<file path="config.mk">
export PLATFORM = sky130hd
export DESIGN_NAME = cache_bus_arbiter
export DESIGN_NICKNAME = d
export VERILOG_FILES = /design/src/rtl/cache_bus_arbiter.sv
export SDC_FILE = /design/constraint.sdc
export NUM_CORES = 1
export LEC_CHECK = 0
export BUFFER_PORTS_ARGS = -buffer_cell sky130_fd_sc_hd__buf_4
export CAP_MARGIN = 20
export CORE_AREA = 2 2 115 117
export DETAILED_ROUTE_END_ITERATION = 6
export DIE_AREA = 0 0 117 119
export MAX_ROUTING_LAYER = met4
export SLEW_MARGIN = 20
export SYNTH_ARGS = -nofsm -noshare
export SYNTH_HDL_FRONTEND = slang
export SYNTH_SLANG_ARGS = --single-unit
</file>
<file path="constraint.sdc">
create_clock -name clk -period 4.4 [get_ports clk]
set_input_delay 0.66 -clock clk [delete_from_list [all_inputs] [get_ports clk]]
set_output_delay 0.66 -clock clk [all_outputs]
set_load 0.005 [all_outputs]
</file>
<file path="src/rtl/cache_bus_arbiter.sv">
// cache_bus_arbiter
// Shares one burst bus to low memory between the I-cache refill port and the
// D-cache refill/write-back port. A winner is picked only while idle, owns the
// bus for a full BURST_LEN-beat burst, and gets ready/read data steered back.
// Build option: define ARB_TIMEOUT_EN to enable the 8-bit stall watchdog that
// aborts a burst after 255 granted cycles without mem_ready and pulses arb_err.
module cache_bus_arbiter #(
   parameter int ADDR_W    = 32,
   parameter int DATA_W    = 32,
   parameter int BURST_LEN = 16
) (
   input  logic              clk,
   input  logic              reset,
   input  logic              ic_as,
   input  logic [ADDR_W-1:0] ic_addr,
   output logic [DATA_W-1:0] ic_rd_data,
   output logic              ic_ready,
   input  logic              dc_as,
   input  logic              dc_rw,
   input  logic [ADDR_W-1:0] dc_rd_addr,
   input  logic [ADDR_W-1:0] dc_wr_addr,
   input  logic [DATA_W-1:0] dc_wr_data,
   output logic [DATA_W-1:0] dc_rd_data,
   output logic              dc_ready,
   output logic              mem_as,
   output logic              mem_rw,
   output logic [ADDR_W-1:0] mem_addr,
   output logic [DATA_W-1:0] mem_wr_data,
   input  logic [DATA_W-1:0] mem_rd_data,
   input  logic              mem_ready,
   output logic              arb_err
);

   // Beat index width; one beat is one 4-byte word of the block.
   localparam int BEAT_W = $clog2(BURST_LEN);
   localparam logic [BEAT_W-1:0] LAST_BEAT = BEAT_W'(BURST_LEN - 1);

   // Clears the in-block offset bits so the beat index can be OR'd in.
   localparam logic [ADDR_W-1:0] BLK_MASK = ~(ADDR_W'(BURST_LEN * 4 - 1));

   localparam logic [1:0] ST_IDLE  = 2'd0;
   localparam logic [1:0] ST_GNT_I = 2'd1;
   localparam logic [1:0] ST_GNT_D = 2'd2;

   // Control state (reset)
   logic [1:0]        state_q, state_d;
   logic [BEAT_W-1:0] beat_q, beat_d;
   logic              rw_q, rw_d;
   logic              last_gnt_d_q, last_gnt_d_d;   // 1: D-cache had the last grant

   // Latched block base address (data, not reset; only observed while granted)
   logic [ADDR_W-1:0] base_q, base_d;

`ifdef ARB_TIMEOUT_EN
   localparam logic [7:0] WDOG_LAST = 8'd254;        // 255th stalled cycle aborts
   logic [7:0]        wdog_q, wdog_d;
   logic              err_q, err_d;
`endif

   logic              win_i;
   logic              win_d;
   logic              granted;
   logic              own_i;
   logic              own_d;
   logic [ADDR_W-1:0] beat_off;
   logic [ADDR_W-1:0] dc_base;

   // Round-robin pick among pending requesters; a tie goes to whoever did not win last.
   always_comb begin
      win_i = ic_as & (~dc_as | last_gnt_d_q);
      win_d = dc_as & (~ic_as | ~last_gnt_d_q);
   end

   // D-cache base selection by transfer direction, aligned to the block.
   always_comb begin
      dc_base = (dc_rw ? dc_wr_addr : dc_rd_addr) & BLK_MASK;
   end

   // Next-state logic: arbitration in IDLE, beat counting while granted.
   always_comb begin
      state_d      = state_q;
      beat_d       = beat_q;
      rw_d         = rw_q;
      last_gnt_d_d = last_gnt_d_q;
      base_d       = base_q;
`ifdef ARB_TIMEOUT_EN
      wdog_d       = wdog_q;
      err_d        = 1'b0;
`endif
      case (state_q)
         ST_IDLE: begin
            beat_d = '0;
            if (win_i) begin
               state_d      = ST_GNT_I;
               base_d       = ic_addr & BLK_MASK;
               rw_d         = 1'b0;
               last_gnt_d_d = 1'b0;
`ifdef ARB_TIMEOUT_EN
               wdog_d       = '0;
`endif
            end else if (win_d) begin
               state_d      = ST_GNT_D;
               base_d       = dc_base;
               rw_d         = dc_rw;
               last_gnt_d_d = 1'b1;
`ifdef ARB_TIMEOUT_EN
               wdog_d       = '0;
`endif
            end
         end
         ST_GNT_I, ST_GNT_D: begin
            if (mem_ready) begin
`ifdef ARB_TIMEOUT_EN
               wdog_d = '0;
`endif
               if (beat_q == LAST_BEAT) begin
                  state_d = ST_IDLE;
                  beat_d  = '0;
               end else begin
                  beat_d  = beat_q + BEAT_W'(1);
               end
            end
`ifdef ARB_TIMEOUT_EN
            else if (wdog_q == WDOG_LAST) begin
               // Memory has stalled too long: drop the burst and flag it.
               state_d = ST_IDLE;
               beat_d  = '0;
               wdog_d  = '0;
               err_d   = 1'b1;
            end else begin
               wdog_d  = wdog_q + 8'd1;
            end
`endif
         end
         default: begin
            state_d = ST_IDLE;
            beat_d  = '0;
         end
      endcase
   end

   // Control registers with synchronous reset; reset aborts any burst at once.
   always_ff @(posedge clk) begin
      if (reset) begin
         state_q      <= ST_IDLE;
         beat_q       <= '0;
         rw_q         <= 1'b0;
         last_gnt_d_q <= 1'b0;
`ifdef ARB_TIMEOUT_EN
         wdog_q       <= '0;
         err_q        <= 1'b0;
`endif
      end else begin
         state_q      <= state_d;
         beat_q       <= beat_d;
         rw_q         <= rw_d;
         last_gnt_d_q <= last_gnt_d_d;
`ifdef ARB_TIMEOUT_EN
         wdog_q       <= wdog_d;
         err_q        <= err_d;
`endif
      end
   end

   // Base address register, loaded on grant entry and held for the burst.
   always_ff @(posedge clk) begin
      base_q <= base_d;
   end

   // Ownership decode and current beat byte offset.
   always_comb begin
      granted  = (state_q == ST_GNT_I) | (state_q == ST_GNT_D);
      own_i    = (state_q == ST_GNT_I);
      own_d    = (state_q == ST_GNT_D);
      beat_off = ADDR_W'({beat_q, 2'b00});
   end

   // Memory-side outputs; everything reads zero while idle.
   always_comb begin
      mem_as      = granted;
      mem_rw      = granted & rw_q;
      mem_addr    = granted ? (base_q | beat_off) : '0;
      mem_wr_data = (own_d & rw_q) ? dc_wr_data : '0;
   end

   // Steer handshake and read data to the current owner only.
   always_comb begin
      ic_ready   = own_i & mem_ready;
      dc_ready   = own_d & mem_ready;
      ic_rd_data = (own_i & ~rw_q) ? mem_rd_data : '0;
      dc_rd_data = (own_d & ~rw_q) ? mem_rd_data : '0;
   end

`ifdef ARB_TIMEOUT_EN
   assign arb_err = err_q;
`else
   assign arb_err = 1'b0;
`endif

endmodule

</file>
==> key figures, run 1 <==
STA
  • Worst-Margin Slew: 1.005 ns
  • Endpoints failing setup: 0
  • Final Cycle Share: around two thirds
  • Rel. slew slack: between 30% and 40%
  • Fmax: 333.0 MHz
  • Fin crit period: 3.003 ns
  • RSZ-0062 raised after global routing: no
  • Layout Skew: 0.004152 ns
  • Final setup TNS: 0 ns
  • Final hold violation count: 0
  • Hold Slack: between 0.5 and 0.6 ns
  • Final Max Tran Viols: 0

Die
  • FP Rows: 42
  • Die Footprint: ~14000 um^2
  • # IOs: 299
  • DIE WIDTH: 117 um
  • Core Region: approximately 13000 um^2
  • Die height: 119 um
  • Initial core utilization: between 20 and 25%

Run
  • Max-Cap Viols: 0

Clock network
  • Root Buffer Master: clkbuf_16
  • Post-CTS Resized: 0
  • Clk buf depth: 2
  • Postcts setup bufs: 0
  • CTS tree: yes
  • Number of buffers created by CTS: 5
  • H-tree depth: 2
  • Worst skew pair latency: 0.28 ns
  • TritonCTS Sinks: 34
  • Clk slew on worst S/H paths: 0.05 ns
  • CTS Hold Bufs: 0

Final layout
  • Seq. cell area: 940.9 um^2
  • Commonest non-fill, non-tap cell in the layout: buf_4
  • Multi-input logic area: 1695 um^2
  • Most frequent cells in the layout: 279 x buf_4, 98 x and2_1, 41 x mux2_2
  • Ant diodes: 0
  • Post-Layout Cell Count: roughly 700
  • Nets: 712
  • Share of layout cells above drive strength 1: 62.80%
  • Layout area overhead: 83.18%
  • FILL cells: about 1.3k

Global route
  • Global route overflow: 0
  • Largest net degree at the start of global routing: 37
  • Vias in the first global route: 2863
  • Initial antenna violation count: 0
  • GRT met2 Usage: 23.09%
  • Met3 Use GR: 4.427%
  • GRT Overall Usage: roughly 13%
  • Met1 usage: 13.11%
  • Busiest grt layer: met2
  • First-pass GRT wire length: 13.58 mm

Logic synthesis
  • Sequential-to-total area share from yosys stat: between 30% and 40%
  • Count of cell types in the netlist: 30
  • Seq cells post-synth: 34
  • Netlist Area Pre-Place: 2789 um^2
  • Post-synthesis cell count: 278
  • Syn_area_per_cell: 10.03 um^2
  • Ys Warns: 0

Drt
  • Vias: 3008
  • Drt first-iter violations: 76
  • WL/cell: 13.23 um
  • Pre-Repair DR Iteration Count: 4
  • Vias/cell: 4.184
  • WL final: about 9.5 mm
  • Final ANT Viol Nets: 0
  • DRC: 0

Critical path
  • Delay-heaviest family, CP: adder cells
  • CP Data Arrival Time: 2.34 ns
  • Max stage delay on crit path: 0.83 ns
  • Kind of critical path: reg -> out
  • Worst path bufs/invs: 3
  • Setup crit start kind: flop
  • CP dominant cell by count: buf_4
  • Highest-delay cell along the critical path: ha_1
  • Worst-path fanout max: 34
  • Worst Setup End Kind: output pin
  • Worst EP required: 3.74 ns
  • Worst-path cell chain: inv_1 > ha_1 > nor2b_1 > buf_4 > and2_1 > buf_4

Pwr
  • Logic pwr share: a little under half
  • VDD IR max: ~0.23 mV
  • Internal cell power: a little over 1000 uW
  • Final Power: 1442 uW
  • Power density over cell area: 282.3 nW/um^2
  • Psw: 425.7 uW
  • Leak: 0.002650 uW
  • Sequential share of power: 31.4%
  • Sw Share: 29.52%
  • Clk pwr share: a little under a quarter

Hold path
  • HP Class: reg -> reg

Place
  • Global placement routability congestion: 0.7535
  • IO buf count: 277
  • Final HPWL DP: a little under 8 mm
  • Placed cells: 711

Outcome
  • Status: finished, final reports clean
==> sequential cells by signal, summed over array words and instances (netlist names) <==
name	cells
state_q	2
rw_q	1
beat_q	4
base_q	26
last_gnt_d_q	1
==> area by class of cell <==
| cell class | count | share of cell area [%] |
|---|---|---|
| Clock buffer | 6 | 2.523 |
| Clock inverter | 2 | 0.2694 |
| Inverter | 4 | 0.2939 |
| Multi-Input combinational cell | 218 | 33.19 |
| Sequential cell | 34 | 18.42 |
| Tap cell | 176 | 4.311 |
| Timing Repair Buffer | 279 | 41.00 |
==> per-stage QoR <==
step	utilization (%)	area, um^2	setup slack, ns
final	39.68	5109	1.397
after global routing	39.68	5109	1.227
after CTS	39.67	5107	1.393
after global placement	38.56	4965	1.799
after floorplan	-	2796	2.541
after detailed placement	38.56	4965	1.699
==> cell families after synthesis <==
| kind of cell | Yosys count | synth area share, % |
|---|---|---|
| simple gates | 146 | 32.03 |
| mux | 53 | 22.84 |
| flops | 34 | 33.74 |
| buf+inv | 28 | 5.787 |
| compound gates | 9 | 2.737 |
| fa+ha+maj | 4 | 1.795 |
| xor+xnor | 3 | 0.9423 |
| other cells | 1 | 0.1345 |
==> Yosys cell counts <==
cell type  number  area share [%]
nor2_1          3            0.40
a21oi_1         2            0.36
dfxtp_1         8             5.7
clkbuf_1       16             2.2
o21a_1          1            0.27
inv_2           1            0.13
inv_1           3            0.40
nand4_1         4            0.90
xnor2_1         1            0.31
buf_6           3             1.2
buf_8           2             1.1
nor3_1          2            0.36
a22oi_1         1            0.27
o2111ai_1       1            0.31
and3_1         32             7.2
nor2b_1         2            0.45
nand2b_1        1            0.22
o32ai_1         2            0.63
mux2_2         41              17
and2_1         98              22
xor2_1          2            0.63
ha_1            4             1.8
edfxtp_1       26              28
buf_4           3            0.81
conb_1          1            0.13
a311oi_1        1            0.31
nand2_1         4            0.54
mux2i_1         1            0.36
mux2_4         11             5.9
o21ai_4         1            0.58
==> tightest hold or removal path, cell delays in order (launching register included) <==
cell and delay, ns:
dfxtp_1 0.31, inv_1 0.09, o32ai_1 0.09
==> final timing paths <==
kind	startpoint	to	slack (ns)	cells past startpoint
setup / recovery	state_q[0]	dc_rd_data[1]	1.40	6
hold / removal	state_q[1]	state_q[1]	0.54	2
hold reg to reg	state_q[1]	state_q[1]	0.54	2
setup reg to reg	last_gnt_d_q	base_q[7]	2.58	2
==> layer usage <==
layer  part of all wire (%)  vias to the layer above
li1                       -                     1474
met1                     35                     1324
met2                     50                      201
met3                     13                        9
met4                    1.1                        0
met5                      0                        -
==> power groups by stage <==
stage / Sequential (uW) / Combinational, uW / Clock, uW
floorplan: 448 / 312 / 0
global placement: 458 / 666 / 0
detailed placement: 462 / 673 / 0
CTS: 455 / 677 / 345
global route: 461 / 728 / 354
finish: 453 / 656 / 332
Power figures use the tool's default switching activity.
==> run 2: changes to the inputs <==
--- a/config.mk
+++ b/config.mk
@@ -5,11 +5,12 @@
 export SDC_FILE = /design/constraint.sdc
 export NUM_CORES = 1
 export LEC_CHECK = 0
+export ABC_AREA = 1
 export BUFFER_PORTS_ARGS = -buffer_cell sky130_fd_sc_hd__buf_4
 export CAP_MARGIN = 20
-export CORE_AREA = 2 2 115 117
+export CORE_AREA = 2 2 116 118
 export DETAILED_ROUTE_END_ITERATION = 6
-export DIE_AREA = 0 0 117 119
+export DIE_AREA = 0 0 118 120
 export MAX_ROUTING_LAYER = met4
 export SLEW_MARGIN = 20
 export SYNTH_ARGS = -nofsm -noshare
==> constraint.sdc (replaced) <==
create_clock -name clk -period 3 [get_ports clk]
set_input_delay 0.45 -clock clk [delete_from_list [all_inputs] [get_ports clk]]
set_output_delay 0.45 -clock clk [all_outputs]
set_load 0.005 [all_outputs]
==> key figures, run 2 <==
STA
  • Rel. slew slack: 64.09% (+31 points)
  • Final Max Tran Viols: 0 (unchanged)
  • Final setup TNS: 0 ns (unchanged)
  • Hold Slack: 0.3692 ns (-0.1717 ns)
  • Fin crit period: 2.236 ns
  • Final hold violation count: 0 (unchanged)
  • Endpoints failing setup: 0 (unchanged)
  • Final Cycle Share: between 70% and 80%
  • Layout Skew: 0.004889 ns (+0.0007369 ns)
  • RSZ-0062 raised after global routing: no
  • Fmax: 447.2 MHz
  • Worst-Margin Slew: 0.5387 ns (-0.4661 ns)

Place
  • Placed inst area: 4928 um^2 (-0.73%)
  • Final HPWL DP: 8.608 mm (+9.7%)
  • Global placement routability congestion: 0.7907 (+4.9%)
  • IO buf count: 277 (unchanged)

Clock network
  • Postcts setup bufs: 0 (unchanged)
  • Post-CTS Resized: 0 (unchanged)
  • TritonCTS Sinks: 34 (unchanged)
  • Worst skew pair latency: 0.28 ns (about the same)
  • Number of buffers created by CTS: 5 (unchanged)
  • CTS Hold Bufs: 0 (unchanged)
  • CTS tree: yes
  • Clk buf depth: 2 (unchanged)
  • H-tree depth: 2 (unchanged)
  • Root Buffer Master: clkbuf_16
  • Clk slew on worst S/H paths: 0.05 ns (about the same)

Global route
  • Vias in the first global route: 3172 (+11%)
  • First-pass GRT wire length: 15.93 mm (+17%)
  • Global route overflow: 0 (unchanged)
  • Initial antenna violation count: 2 (+2)
  • Largest net degree at the start of global routing: 54 (+46%)
  • GRT Overall Usage: 14.68% (+1.9 points)

Logic synthesis
  • Simple-Gate Fraction of Synth Area: 27.03% (-5.0 points)
  • Netlist Area Pre-Place: 2745 um^2 (-1.6%)
  • Ys flop type: edfxtp_1
  • Syn_area_per_cell: 6.521 um^2 (-35%)
  • Count of cell types in the netlist: 21 (-30%)
  • Compound-Gate Fraction of Synth Area: 5.834% (+3.1 points)
  • Multiplexer share of the synthesized area: 9.480% (-13 points)
  • Largest family of logic cells by synthesized area: simple AND/OR/NAND/NOR gates
  • Most common cell in the synthesized netlist: nor2_1
  • Synth area leaders: edfxtp_1 28%, nor2_1 17%, inv_1 15%
  • Seq cells post-synth: 34 (unchanged)
  • Xor/xnor share of the synthesized area: 0.3191% (-0.62 points)
  • FFs w/ async S/R, synth: 0% (unchanged)
  • Post-synthesis cell count: 421 (+51%)
  • Ys Warns: 0 (unchanged)
  • Share of the synthesized area in the top cell type: 28.44% (+0.45 points)
  • Leading area contributor after synthesis: edfxtp_1
  • Top post-synthesis cells by count: 126 x nor2_1, 108 x inv_1, 51 x nand2_1
  • Post-synth EDFFs: 26 (unchanged)
  • Synth Area in Adders: 1.823% (+0.029 points)
  • Sequential-to-total area share from yosys stat: 34.28% (+0.54 points)

Critical path
  • Worst-path fanout max: 26 (-24%)
  • Worst Setup End Kind: output pin
  • Critical Path Source: state_q[0]
  • Setup crit start kind: flop
  • Worst EP required: 2.55 ns (-1.19 ns)
  • Reg2reg start: state_q[0]
  • Kind of critical path: reg -> out
  • CP Data Arrival Time: 1.79 ns (-0.55 ns)

Pwr
  • Leak: 0.003123 uW (+18%)
  • Power density over cell area: 413.9 nW/um^2 (+47%)
  • VDD IR max: 0.2557 mV (+11%)

Final layout
  • Nets: 857 (+20%)
  • Share of layout cells above drive strength 1: 42.15% (-21 points)
  • Commonest non-fill, non-tap cell in the layout: buf_4
  • Largest Register: base_q
  • Cell area after layout: 5080 um^2 (-0.56%)
  • Biggest regs: base_q (26), beat_q (4), state_q (2)
  • Most frequent cells in the layout: 281 x buf_4, 126 x nor2_1, 108 x inv_1
  • Layout area overhead: 85.05%
  • Max reg flops: 26 (unchanged)

Die
  • DIE WIDTH: 118 um (+0.85%)
  • Core Region: 12980 um^2 (+0.82%)
  • Initial core utilization: 21.15% (-0.51 points)
  • Die height: 120 um (+0.84%)
  • # IOs: 299 (unchanged)
  • FP Rows: 42 (unchanged)
  • Die Footprint: 14160 um^2 (+1.7%)

Drt
  • Pre-Repair DR Iteration Count: 4 (unchanged)
  • Drt first-iter violations: 113 (+49%)
  • WL final: 10.38 mm (+9.2%)
  • Vias: 3352 (+11%)
  • Final ANT Viol Nets: 0 (unchanged)
  • DRC: 0 (unchanged)
  • WL/cell: 11.99 um (-9.4%)
  • Vias/cell: 3.871 (-7.5%)

Hold path
  • HP Class: in -> reg
  • Worst Hold Launch: reset

Run
  • Max-Cap Viols: 0 (unchanged)

Outcome
  • Status: finished, final reports clean
## run 2: metal layers
metal	part of all wire (%)	routed length, um	up-vias	track usage [%]
met5	0	0	-	-
met4	2.5	257	0	5.196
met3	8.4	877	14	4.563
met2	50	5214	173	26.89
met1	39	4033	1405	14.77
li1	-	-	1760	-
## run 2: final cells by class
type	count	area, um^2
Multi-Input combinational cell	256	1232
Clock buffer	8	146.4
Sequential cell	34	940.9
Timing Repair Buffer	282	2130
Tap cell	176	220.2
Fill cell	1366	7900
Inverter	108	405.4
Antenna cell	2	5.005
## run 2: where the power goes
| part | switching [uW] | internal, uW |
|---|---|---|
| logic | 459 | 476 |
| clock network | 183 | 331 |
| registers | 27.3 | 626 |
| total | 670 | 1430 |
## run 2: stage by stage
step                power (uW)  std cells  util [%]  setup slack, ns
finish                    2102        866     39.14           0.7638
floorplan                 1077        423         -            1.405
global route              2259        866     39.14           0.6095
global placement          1612        856     37.97            1.045
CTS                       2147        864     39.10           0.6870
detailed placement        1619        856     37.97           0.9937
## run 2: critical path: stages, from the launching register on
cell	delay (ns)
dfxtp_1	0.35
inv_1	0.07
ha_1	0.60
buf_12	0.23
nand2_1	0.07
inv_1	0.07
buf_4	0.11
## run 2: final timing paths
path / to / slack, ns / cells past startpoint
max: mem_addr[9] / 0.76 / 6
min: state_q[1] / 0.37 / 2
max reg2reg: state_q[0] / 1.34 / 7
min reg2reg: state_q[1] / 0.47 / 2
## run 2: kinds of logic after synthesis
kind of cell             after synthesis
XOR/XNOR                               1
flip-flops                            34
multiplexers                          26
AO/OA/AOI/OAI                         32
adder cells (fa/ha/maj)                4
other                                  1
buffers and inverters                133
AND/OR/NAND/NOR                      190
